<file path="src/rtl/config_pkg.sv">
// config_pkg: core configuration record and the default configuration exposed by the reader.
package config_pkg;

    typedef struct packed {
        bit            RVA;
        bit            RVB;
        bit            RVC;
        bit            FpuEn;
        bit            RVH;
        bit            RVV;
        bit            RVZCB;
        bit            CvxifEn;
        bit            ZiCondExtEn;
        bit            GTlbPresent;
        bit            L2TlbPresent;
        bit            L2Tlb4KPresent;
        bit            L2Tlb2MPresent;
        bit            DebugEn;
        bit            TvalEn;
        bit            RVS;
        bit            RVU;
        int unsigned   NrCommitPorts;
        int unsigned   NrLoadBufEntries;
        int unsigned   RASDepth;
        int unsigned   BTBEntries;
        int unsigned   BHTEntries;
        int unsigned   NrPMPEntries;
        int unsigned   AxiIdWidth;
        int unsigned   AxiAddrWidth;
        int unsigned   AxiDataWidth;
        int unsigned   MaxOutstandingStores;
        logic [63:0]   HaltAddress;
        logic [63:0]   ExceptionAddress;
        logic [63:0]   DmBaseAddress;
        int unsigned   NrNonIdempotentRules;
        int unsigned   NrExecuteRegionRules;
        int unsigned   NrCachedRegionRules;
        logic [1023:0] NonIdempotentAddrBase;
        logic [1023:0] NonIdempotentLength;
        logic [1023:0] ExecuteRegionAddrBase;
        logic [1023:0] ExecuteRegionLength;
        logic [1023:0] CachedRegionAddrBase;
        logic [1023:0] CachedRegionLength;
    } cva6_cfg_t;

    localparam cva6_cfg_t cva6_cfg_empty = '{
        RVA: 1'b1, RVB: 1'b0, RVC: 1'b1, FpuEn: 1'b1, RVH: 1'b0, RVV: 1'b0,
        RVZCB: 1'b1, CvxifEn: 1'b0, ZiCondExtEn: 1'b1, GTlbPresent: 1'b0,
        L2TlbPresent: 1'b0, L2Tlb4KPresent: 1'b0, L2Tlb2MPresent: 1'b0,
        DebugEn: 1'b1, TvalEn: 1'b1, RVS: 1'b1, RVU: 1'b1,
        NrCommitPorts: 2, NrLoadBufEntries: 2, RASDepth: 0,
        BTBEntries: 32'h2002, BHTEntries: 32'h8000,
        NrPMPEntries: 8, AxiIdWidth: 4, AxiAddrWidth: 64, AxiDataWidth: 64,
        MaxOutstandingStores: 7,
        HaltAddress: 64'h800, ExceptionAddress: 64'h808, DmBaseAddress: 64'h0,
        NrNonIdempotentRules: 2, NrExecuteRegionRules: 3, NrCachedRegionRules: 1,
        NonIdempotentAddrBase: {896'h0, 64'h1_0000_0000, 64'h0},
        NonIdempotentLength: {896'h0, 64'h4000_0000, 64'h8000_0000},
        ExecuteRegionAddrBase: {832'h0, 64'h8000_0000, 64'h1_0000, 64'h0},
        ExecuteRegionLength: {832'h0, 64'h4000_0000, 64'h1_0000, 64'h1000},
        CachedRegionAddrBase: {960'h0, 64'h8000_0000},
        CachedRegionLength: {960'h0, 64'h4000_0000}
    };

endpackage

</file>
<file path="src/rtl/cva6_cfg_reader_pkg.sv">
// cva6_cfg_reader_pkg: register map and response type of the configuration reader.
package cva6_cfg_reader_pkg;

    localparam logic [63:0] Magic = 64'h4356_4136_4346_0001;

    // 64-bit word indices (byte offset >> 3) of the low window
    localparam logic [8:0] WordMagic  = 9'h00;
    localparam logic [8:0] WordIsa    = 9'h01;
    localparam logic [8:0] WordPipe   = 9'h02;
    localparam logic [8:0] WordMem    = 9'h03;
    localparam logic [8:0] WordHalt   = 9'h04;
    localparam logic [8:0] WordExc    = 9'h05;
    localparam logic [8:0] WordDm     = 9'h06;
    localparam logic [8:0] WordCounts = 9'h07;
    localparam logic [8:0] WordErrCnt = 9'h08;

    localparam logic [1:0] GrpExec   = 2'd1;
    localparam logic [1:0] GrpCached = 2'd2;

    localparam int unsigned IsaRva          = 0;
    localparam int unsigned IsaRvb          = 1;
    localparam int unsigned IsaRvc          = 2;
    localparam int unsigned IsaFpuEn        = 3;
    localparam int unsigned IsaRvh          = 4;
    localparam int unsigned IsaRvv          = 5;
    localparam int unsigned IsaRvzcb        = 6;
    localparam int unsigned IsaCvxifEn      = 7;
    localparam int unsigned IsaZiCondExtEn  = 8;
    localparam int unsigned IsaGTlb         = 9;
    localparam int unsigned IsaL2Tlb        = 10;
    localparam int unsigned IsaL2Tlb4K      = 11;
    localparam int unsigned IsaL2Tlb2M      = 12;
    localparam int unsigned IsaDebugEn      = 13;
    localparam int unsigned IsaTvalEn       = 14;
    localparam int unsigned IsaRvs          = 15;
    localparam int unsigned IsaRvu          = 16;

    typedef struct packed {
        logic [63:0] rdata;
        logic        rerr;
    } rsp_t;

endpackage

</file>
<file path="src/rtl/fifo_v3.sv">
// fifo_v3: synchronous FIFO; a push while full is taken when the head pops in the same cycle.
module fifo_v3 #(
    parameter int unsigned DATA_WIDTH = 32,
    parameter int unsigned DEPTH      = 8
) (
    input  logic                  clk_i,
    input  logic                  rst_ni,
    input  logic                  push_i,
    input  logic [DATA_WIDTH-1:0] data_i,
    input  logic                  pop_i,
    output logic [DATA_WIDTH-1:0] data_o,
    output logic                  full_o,
    output logic                  empty_o
);
    localparam int unsigned PtrW = DEPTH > 1 ? $clog2(DEPTH) : 1;
    localparam int unsigned CntW = $clog2(DEPTH + 1);

    logic [DATA_WIDTH-1:0] mem_q [DEPTH];
    logic [PtrW-1:0]       rptr_q, rptr_d, wptr_q, wptr_d;
    logic [CntW-1:0]       cnt_q, cnt_d;
    logic                  push, pop;

    assign full_o  = cnt_q == CntW'(DEPTH);
    assign empty_o = cnt_q == '0;
    assign pop     = pop_i & ~empty_o;
    assign push    = push_i & (~full_o | pop_i);
    assign data_o  = mem_q[rptr_q];

    always_comb begin
        wptr_d = push ? (wptr_q == PtrW'(DEPTH - 1) ? '0 : wptr_q + 1'b1) : wptr_q;
        rptr_d = pop ? (rptr_q == PtrW'(DEPTH - 1) ? '0 : rptr_q + 1'b1) : rptr_q;
        cnt_d  = cnt_q + CntW'(push) - CntW'(pop);
    end

    always_ff @(posedge clk_i or negedge rst_ni) begin
        if (!rst_ni) begin
            rptr_q <= '0;
            wptr_q <= '0;
            cnt_q  <= '0;
        end else begin
            rptr_q <= rptr_d;
            wptr_q <= wptr_d;
            cnt_q  <= cnt_d;
        end
    end

    always_ff @(posedge clk_i) begin
        if (push) mem_q[wptr_q] <= data_i;
    end

endmodule

</file>
<file path="src/rtl/cva6_cfg_reader.sv">
// cva6_cfg_reader: read-only MMIO window onto the elaborated CVA6 configuration,
// answering in grant order through a small response FIFO.
module cva6_cfg_reader
    import cva6_cfg_reader_pkg::*;
#(
    parameter config_pkg::cva6_cfg_t CVA6Cfg   = config_pkg::cva6_cfg_empty,
    parameter int unsigned           AddrWidth = 12,
    parameter int unsigned           RspDepth  = 2
) (
    input  logic                 clk_i,
    input  logic                 rst_ni,
    input  logic                 req_i,
    input  logic                 we_i,
    input  logic [AddrWidth-1:0] addr_i,
    output logic                 gnt_o,
    output logic                 rvalid_o,
    input  logic                 rready_i,
    output logic [63:0]          rdata_o,
    output logic                 rerr_o,
    output logic [31:0]          err_cnt_o
);
    logic [11:0]   a;
    logic [63:0]   isa, pipe, mem, counts, word, sel;
    logic [1023:0] vbase, vlen;
    logic [31:0]   nr, err_cnt_q, err_cnt_d;
    logic          hit, full, empty, pop;
    rsp_t          rsp, head;

    // the window is 4 KiB regardless of how many address bits are wired in
    assign a = 12'(addr_i);

    always_comb begin
        isa = '0;
        isa[IsaRva]         = CVA6Cfg.RVA;
        isa[IsaRvb]         = CVA6Cfg.RVB;
        isa[IsaRvc]         = CVA6Cfg.RVC;
        isa[IsaFpuEn]       = CVA6Cfg.FpuEn;
        isa[IsaRvh]         = CVA6Cfg.RVH;
        isa[IsaRvv]         = CVA6Cfg.RVV;
        isa[IsaRvzcb]       = CVA6Cfg.RVZCB;
        isa[IsaCvxifEn]     = CVA6Cfg.CvxifEn;
        isa[IsaZiCondExtEn] = CVA6Cfg.ZiCondExtEn;
        isa[IsaGTlb]        = CVA6Cfg.GTlbPresent;
        isa[IsaL2Tlb]       = CVA6Cfg.L2TlbPresent;
        isa[IsaL2Tlb4K]     = CVA6Cfg.L2Tlb4KPresent;
        isa[IsaL2Tlb2M]     = CVA6Cfg.L2Tlb2MPresent;
        isa[IsaDebugEn]     = CVA6Cfg.DebugEn;
        isa[IsaTvalEn]      = CVA6Cfg.TvalEn;
        isa[IsaRvs]         = CVA6Cfg.RVS;
        isa[IsaRvu]         = CVA6Cfg.RVU;
    end

    assign pipe = {8'h00, CVA6Cfg.BHTEntries[15:0], CVA6Cfg.BTBEntries[15:0],
                   CVA6Cfg.RASDepth[7:0], CVA6Cfg.NrLoadBufEntries[7:0], CVA6Cfg.NrCommitPorts[7:0]};
    assign mem = {CVA6Cfg.MaxOutstandingStores[15:0], CVA6Cfg.AxiDataWidth[15:0],
                  CVA6Cfg.AxiAddrWidth[15:0], CVA6Cfg.AxiIdWidth[7:0], CVA6Cfg.NrPMPEntries[7:0]};
    assign counts = {40'h0, CVA6Cfg.NrCachedRegionRules[7:0], CVA6Cfg.NrExecuteRegionRules[7:0],
                     CVA6Cfg.NrNonIdempotentRules[7:0]};

    always_comb begin
        vbase = a[9:8] == GrpExec ? CVA6Cfg.ExecuteRegionAddrBase :
                a[9:8] == GrpCached ? CVA6Cfg.CachedRegionAddrBase : CVA6Cfg.NonIdempotentAddrBase;
        vlen  = a[9:8] == GrpExec ? CVA6Cfg.ExecuteRegionLength :
                a[9:8] == GrpCached ? CVA6Cfg.CachedRegionLength : CVA6Cfg.NonIdempotentLength;
        nr    = a[9:8] == GrpExec ? CVA6Cfg.NrExecuteRegionRules :
                a[9:8] == GrpCached ? CVA6Cfg.NrCachedRegionRules : CVA6Cfg.NrNonIdempotentRules;
        sel   = a[3] ? vlen[{a[7:4], 6'd0} +: 64] : vbase[{a[7:4], 6'd0} +: 64];
        word  = '0;
        hit   = 1'b1;
        case (a[11:3])
            WordMagic:  word = Magic;
            WordIsa:    word = isa;
            WordPipe:   word = pipe;
            WordMem:    word = mem;
            WordHalt:   word = CVA6Cfg.HaltAddress;
            WordExc:    word = CVA6Cfg.ExceptionAddress;
            WordDm:     word = CVA6Cfg.DmBaseAddress;
            WordCounts: word = counts;
            WordErrCnt: word = 64'(err_cnt_q);
            default: begin
                // regions live at 0x100..0x3FF; a[3] picks length over base
                hit  = a[11:10] == 2'b00 && a[9:8] != 2'b00 && 32'(a[7:4]) < nr;
                word = sel;
            end
        endcase
        rsp.rerr  = we_i | (a[2:0] != 3'd0) | ~hit;
        rsp.rdata = rsp.rerr ? '0 : word;
    end

    assign pop      = rvalid_o & rready_i;
    assign rvalid_o = ~empty;
    assign gnt_o    = req_i & (~full | pop);
    assign rdata_o  = rvalid_o ? head.rdata : '0;
    assign rerr_o   = rvalid_o & head.rerr;

    fifo_v3 #(
        .DATA_WIDTH($bits(rsp_t)),
        .DEPTH     (RspDepth)
    ) i_rsp_fifo (
        .clk_i  (clk_i),
        .rst_ni (rst_ni),
        .push_i (gnt_o),
        .data_i (rsp),
        .pop_i  (pop),
        .data_o (head),
        .full_o (full),
        .empty_o(empty)
    );

    assign err_cnt_d = (gnt_o & rsp.rerr & ~&err_cnt_q) ? err_cnt_q + 32'd1 : err_cnt_q;
    assign err_cnt_o = err_cnt_q;

    always_ff @(posedge clk_i or negedge rst_ni) begin
        if (!rst_ni) err_cnt_q <= '0;
        else         err_cnt_q <= err_cnt_d;
    end

endmodule

</file>
<file path="config.mk">
export PLATFORM = sky130hd
export DESIGN_NAME = cva6_cfg_reader
export DESIGN_NICKNAME = d
export VERILOG_FILES = /design/src/rtl/config_pkg.sv /design/src/rtl/cva6_cfg_reader_pkg.sv /design/src/rtl/fifo_v3.sv /design/src/rtl/cva6_cfg_reader.sv
export SDC_FILE = /design/constraint.sdc
export NUM_CORES = 1
export LEC_CHECK = 0
export ABC_CLOCK_PERIOD_IN_PS = 8000
export BUFFER_PORTS_ARGS = -buffer_cell sky130_fd_sc_hd__buf_4
export CORE_MARGIN = 4
export CORE_UTILIZATION = 55
export DETAILED_ROUTE_END_ITERATION = 8
export PLACE_DENSITY = 0.77
export SYNTH_ARGS = -nofsm -noshare
export SYNTH_HDL_FRONTEND = slang
export SYNTH_SLANG_ARGS = --single-unit
</file>
<file path="constraint.sdc">
create_clock -name clk_i -period 8 [get_ports clk_i]
set_input_delay 2.4 -clock clk_i [delete_from_list [all_inputs] [get_ports clk_i]]
set_output_delay 2.4 -clock clk_i [all_outputs]
set_load 0.01 [all_outputs]
</file>
==> results.yml, run 1 <==
clock_network:
  ctsResizeCount: 0
  cts-root-buf: "clkbuf_8"
  numClockSinks: 114
  postCtsHoldBufs: 0
  cts_tree: "built"
  cts_buffer_depth: 2
  cts_made_buffers: 17
  cts_setup_buffers: 0
  clkTransAtPathRegs_ns: 0.05
  htreeDepth: 4
  insertion_delay_ns: 0.51
yosys:
  syn_area_per_cell_um2: 11.5
  synth_ff_type: "edfxtp_1"
  ys_async_sr_fraction: 0.316
  yosys_warnings: 0
  ys_seq_area_frac: 0.576
  syn-cell-area_um2: 5630
  synth-seq-cells: 114
  syn_inst: 491
  synth_cell_types: 48
  synth_edf_count: 78
placement:
  place_congestion: 0.887
  portBuffers: 100
  hpwl_mm: 8.68
setup_path:
  cp.arrival_ns: 3.58
  cpLargestDelayFamily: "buffers and inverters"
  r2r_cells: 6
  cp-startpoint: "rready_i"
  crit_fanout: 5
  cp-endpoint: "gnt_o"
  slowest_delay_ns: 0.59
  rr_startpoint: "err_cnt_o[0]"
  required_ns: 5.60
  cpMostUsedCell: "buf_4"
  crit_type: "in -> out"
  r2r_slack_ns: 5.21
  crit_cells: 4
  critPathSlowestCell: "o31ai_1"
  crit_chain: "buf_4 > o31ai_1 > inv_1 > buf_4"
  r2r_end: "err_cnt_o[1]"
  cp_num_buf_inv: 3
  start_kind: "primary input"
  endpoint_kind: "primary output"
route:
  drt-initial-drc-count: 260
  dr.pass1.iters: 5
  post_drt_via_cell_ratio: 5.60
  routed_wl_mm: 12.7
  vias: 4030
  ant_nets: 0
  routedWlPerCell_um: 17.7
  drc: 0
min_path:
  hold_path_class: "reg -> reg"
cells_and_area:
  area_growth_pct: 22.7
  final_common_cell: "buf_4"
  fin_nets: 599
  final_cell_mix: "buf_4, edfxtp_1, nor2_1"
  antennaDiodeCount: 0
  drive_above_1_share: 0.233
power_and_ir_drop:
  switchingPower_uw: 676
  clockPowerShare: 0.335
  p_int_uw: 1510
  report.power.total_uw: 2180
  p_leak_uw: 0.00289
  seq_power_share: 0.389
  switching_share: 0.310
  combinationalPowerShare: 0.276
  ir_worst_vdd_mv: 0.217
  pwr_density_cell_nw_per_um2: 316
timing:
  fmax_ghz: 0.167
  setup_viol: 0
  rsz0062_at_grt: "no"
  clock_skew_ns: 0.00697
  slew_headroom: 0.211
  hold_viol: 0
  worst_pin_slew_ns: 1.18
  tns_ns: 0
  slew_violations: 0
  timing.final.crit_share: 0.747
  min_period_ns: 5.98
run_status:
  status: "complete, no violations"
grt:
  grt.total_usage: 0.226
  grt_pass1_vias: 3944
  grt_max_degree: 41
  grt_antenna_before_repair: 0
  grt_pass1_wl_mm: 20.3
  grt_overflow: 0
die:
  row_count: 36
  ios: 116
  die_area_um2: 11900
  die_h_um: 109
  die_w_um: 109
  core-area_um2: 9860
  start_util: 0.571
flow_run:
  cap_violations: 0
worst min path at each step:
stage / startpoint / end / slack [ns] / cells after the start
after detailed placement: err_cnt_o[28] / err_cnt_o[28] / 0.53 / 1
after global placement: err_cnt_o[29] / err_cnt_o[29] / 0.52 / 1
after global routing: err_cnt_o[28] / err_cnt_o[28] / 0.56 / 1
final: err_cnt_o[28] / err_cnt_o[28] / 0.54 / 1
after CTS: err_cnt_o[28] / err_cnt_o[28] / 0.54 / 1
after floorplan: i_rsp_fifo.wptr_q / i_rsp_fifo.wptr_q / 0.46 / 1
registers in the layout, summed over array words and instances (netlist names):
register,cells
i_rsp_fifo.mem_q,78
err_cnt_o,32
i_rsp_fifo.cnt_q,2
i_rsp_fifo.rptr_q,1
i_rsp_fifo.wptr_q,1
metrics by stage:
stage                     worst slack, ns  instance area, um2  cells   util  hold slack [ns]
final                                2.02                6910    720  0.700            0.544
after global routing                 1.95                6910    720  0.700            0.564
after CTS                            2.04                6910    720  0.700            0.545
after detailed placement             2.06                6320    688  0.641            0.535
after global placement               2.11                6320    688  0.641            0.523
after floorplan                      2.66                5680    505      -            0.460
layout make-up:
type,count,area [um2]
sequential,114,3240
fill,708,2960
multi-input combinational,328,2100
timing repair buffer,102,766
clock buffer,19,422
tap,133,166
clock inverter,13,161
inverter,11,41.3
cells in the mapped netlist (13+ instances only):
cell type	number	share of area
a21oi_1	14	0.012
and2_1	13	0.014
and3_1	13	0.014
buf_4	27	0.036
clkbuf_1	20	0.013
dfrtp_1	36	0.16
edfxtp_1	78	0.42
mux2i_1	40	0.071
nand2_1	34	0.023
nand3_1	25	0.022
nor2_1	53	0.035
nor3_1	16	0.014
xnor2_1	32	0.050
power by group through the flow:
stage	logic, uW	registers (uW)	clock network, uW
CTS	612	852	744
floorplan	410	799	0
finish	602	850	732
detailed placement	608	860	0
global placement	596	853	0
global route	659	863	775
metal layers:
layer | GRT usage | vias up | routed length, um
met5 | 0 | - | 0
met2 | 0.375 | 154 | 6440
li1 | - | 1888 | -
met1 | 0.293 | 1970 | 5370
met4 | 0.0712 | 0 | 189
met3 | 0.0562 | 18 | 744
logic make-up after synthesis:
| kind of cell | synth area share |
|---|---|
| compound gates | 0.0358 |
| fa+ha+maj | 0.0178 |
| flops | 0.576 |
| buf+inv | 0.0609 |
| mux | 0.0731 |
| other cells | 0.000666 |
| xor+xnor | 0.0560 |
| simple gates | 0.179 |
(Power assumes the default switching activity.)
==> inputs of run 2 (changes only) <==
--- a/config.mk
+++ b/config.mk
@@ -5,12 +5,13 @@
 export SDC_FILE = /design/constraint.sdc
 export NUM_CORES = 1
 export LEC_CHECK = 0
-export ABC_CLOCK_PERIOD_IN_PS = 8000
+export ABC_AREA = 1
+export ABC_CLOCK_PERIOD_IN_PS = 5000
 export BUFFER_PORTS_ARGS = -buffer_cell sky130_fd_sc_hd__buf_4
 export CORE_MARGIN = 4
-export CORE_UTILIZATION = 55
+export CORE_UTILIZATION = 51
 export DETAILED_ROUTE_END_ITERATION = 8
-export PLACE_DENSITY = 0.77
+export PLACE_DENSITY = 0.74
 export SYNTH_ARGS = -nofsm -noshare
 export SYNTH_HDL_FRONTEND = slang
 export SYNTH_SLANG_ARGS = --single-unit
==> constraint.sdc (replaced) <==
create_clock -name clk_i -period 5 [get_ports clk_i]
set_input_delay 1.5 -clock clk_i [delete_from_list [all_inputs] [get_ports clk_i]]
set_output_delay 1.5 -clock clk_i [all_outputs]
set_load 0.01 [all_outputs]
==> run 2 against run 1 <==
Against the previous run: clock power grew 48%; synthesized cell count grew 55%; largest cell class unchanged; count of clock-buffer cells in the layout up 1.
==> results.yml, run 2 <==
route:
  drc: 0
  ant_nets: 0
  routedWlPerCell_um: 16.7
  dr.pass1.iters: 5
  drt-initial-drc-count: 535
  post_drt_via_cell_ratio: 5.49
  routed_wl_mm: 17.1
  vias: 5609
setup_path:
  crit_fanout: 27
  crit_type: "reg -> out"
  start_kind: "flip-flop"
  cp-endpoint: "rdata_o[46]"
  cp.arrival_ns: 2.37
  r2r_end: "err_cnt_o[15]"
  cp-startpoint: "i_rsp_fifo.rptr_q"
  r2r_slack_ns: 2.14
  required_ns: 3.50
  rr_startpoint: "err_cnt_o[0]"
  r2r_cells: 9
  endpoint_kind: "primary output"
yosys:
  yosys_warnings: 0
  synth_cell_types: 35
  syn-cell-area_um2: 6410
  ys_top_cells_by_count: "nand2_1, nor2_1, edfxtp_1, a21oi_1, inv_1"
  synth-seq-cells: 114
  ys_seq_area_frac: 0.506
  synth_edf_count: 78
  ys_async_sr_fraction: 0.316
  syn_area_per_cell_um2: 8.42
  syn_inst: 762
  synth_top_area_frac: 0.365
  synth_area_leaders: "edfxtp_1, nand2_1, dfrtp_1"
  synth.most_common_cell: "nand2_1"
  yosysTopAreaCell: "edfxtp_1"
  synth_ff_type: "edfxtp_1"
grt:
  grt_overflow: 0
  grt_antenna_before_repair: 0
  grt.total_usage: 0.237
  grt_pass1_wl_mm: 27.0
  grt_pass1_vias: 5330
  grt_max_degree: 41
placement:
  hpwl_mm: 11.7
  portBuffers: 100
  pre_cts_slack_ns: 0.835
  place_inst: 990
  place_congestion: 0.933
clock_network:
  cts_made_buffers: 17
  htreeDepth: 4
  clkTransAtPathRegs_ns: 0.05
  cts-root-buf: "clkbuf_16"
  cts_setup_buffers: 0
  insertion_delay_ns: 0.42
  cts_buffer_depth: 2
  numClockSinks: 114
  postCtsHoldBufs: 0
  cts_tree: "built"
  ctsResizeCount: 0
flow_run:
  cap_violations: 0
power_and_ir_drop:
  combinationalPowerShare: 0.337
  seq_power_share: 0.361
  report.power.total_uw: 3570
  ir_worst_vdd_mv: 0.232
  pwr_density_cell_nw_per_um2: 469
  p_leak_uw: 0.00317
  clockPowerShare: 0.301
  switchingPower_uw: 1220
  p_int_uw: 2350
  switching_share: 0.341
cells_and_area:
  fillCellCount: 1020
  fin_cells: 1021
  largest_reg_flops: 78
  final_common_cell: "nand2_1"
  area_growth_pct: 18.7
  ff_latch_area_um2: 3240
  multi_input_area_um2: 2670
  antennaDiodeCount: 0
  final_cell_mix: "nand2_1, buf_4, edfxtp_1"
  top_register: "i_rsp_fifo.mem_q"
  utilization: 0.626
  drive_above_1_share: 0.196
  fin_nets: 866
die:
  core-area_um2: 12200
  die_area_um2: 14400
  ios: 116
  start_util: 0.527
  row_count: 40
  die_w_um: 120
  die_h_um: 120
timing:
  slew_violations: 0
  min_period_ns: 3.87
  worst_slack_ns: 1.13
  slew_headroom: 0.238
  rsz0062_at_grt: "no"
  tns_ns: 0
  timing.final.crit_share: 0.774
  hold_viol: 0
  fmax_ghz: 0.259
  setup_viol: 0
  worst_pin_slew_ns: 1.14
  clock_skew_ns: 0.0133
run_status:
  status: "complete, no violations"
min_path:
  hold_path_class: "reg -> reg"
  hold_depth: 2
[run 2: through the flow]
step | area [um2] | hold WS (ns)
3_5_place_dp | 7080 | 0.549
2_1_floorplan | 6460 | 0.489
6_report | 7610 | 0.558
5_1_grt | 7610 | 0.606
4_1_cts | 7610 | 0.564
3_3_place_gp | 7080 | 0.556
[run 2: cell families (layout without fill, tap and decap cells)]
group | Yosys count | after routing | synth area share
and+or+nand+nor | 448 | 448 | 0.308
xor gates and xnor gates | 17 | 17 | 0.0232
AOI/OAI and AO/OA | 71 | 71 | 0.0581
DFF | 114 | 114 | 0.506
adders and majority gates | 8 | 8 | 0.0156
buffers and inverters | 103 | 180 | 0.0882
other | 1 | 15 | 0.000585
[run 2: worst min path at each step]
stage	to	slack, ns	from
2_1_floorplan	i_rsp_fifo.wptr_q	0.49	i_rsp_fifo.wptr_q
3_3_place_gp	err_cnt_o[20]	0.56	err_cnt_o[20]
3_5_place_dp	err_cnt_o[20]	0.55	err_cnt_o[20]
4_1_cts	err_cnt_o[20]	0.56	err_cnt_o[20]
5_1_grt	err_cnt_o[20]	0.61	err_cnt_o[20]
6_report	err_cnt_o[20]	0.56	err_cnt_o[20]
[run 2: final cells by class]
cell class | count | area share
flip-flops and latches | 114 | 0.426
well taps | 168 | 0.0276
inverters | 43 | 0.0212
clock buffers | 20 | 0.0574
clock inverters | 11 | 0.0120
multi-input cells | 559 | 0.351
repair buffers | 106 | 0.105
[run 2: critical path, stage by stage (launching register included)]
cell	delay, ns
dfrtp_1	0.37
inv_1	0.31
buf_4	0.38
nand2_1	0.09
a21oi_1	0.56
buf_4	0.24
[run 2: routing by layer]
metal	routed length, um	global-route usage	up-vias
li1	-	-	2637
met1	7290	0.315	2655
met2	8000	0.380	282
met3	1350	0.0490	35
met4	431	0.0938	0
met5	0	0	-
[run 2: power by group through the flow]
| stage | clock (uW) | sequential [uW] | combinational, uW |
|---|---|---|---|
| after floorplan | 0 | 1280 | 725 |
| after global placement | 0 | 1300 | 1190 |
| after detailed placement | 0 | 1300 | 1210 |
| after CTS | 1080 | 1290 | 1220 |
| after global routing | 1130 | 1300 | 1320 |
| final | 1080 | 1290 | 1200 |
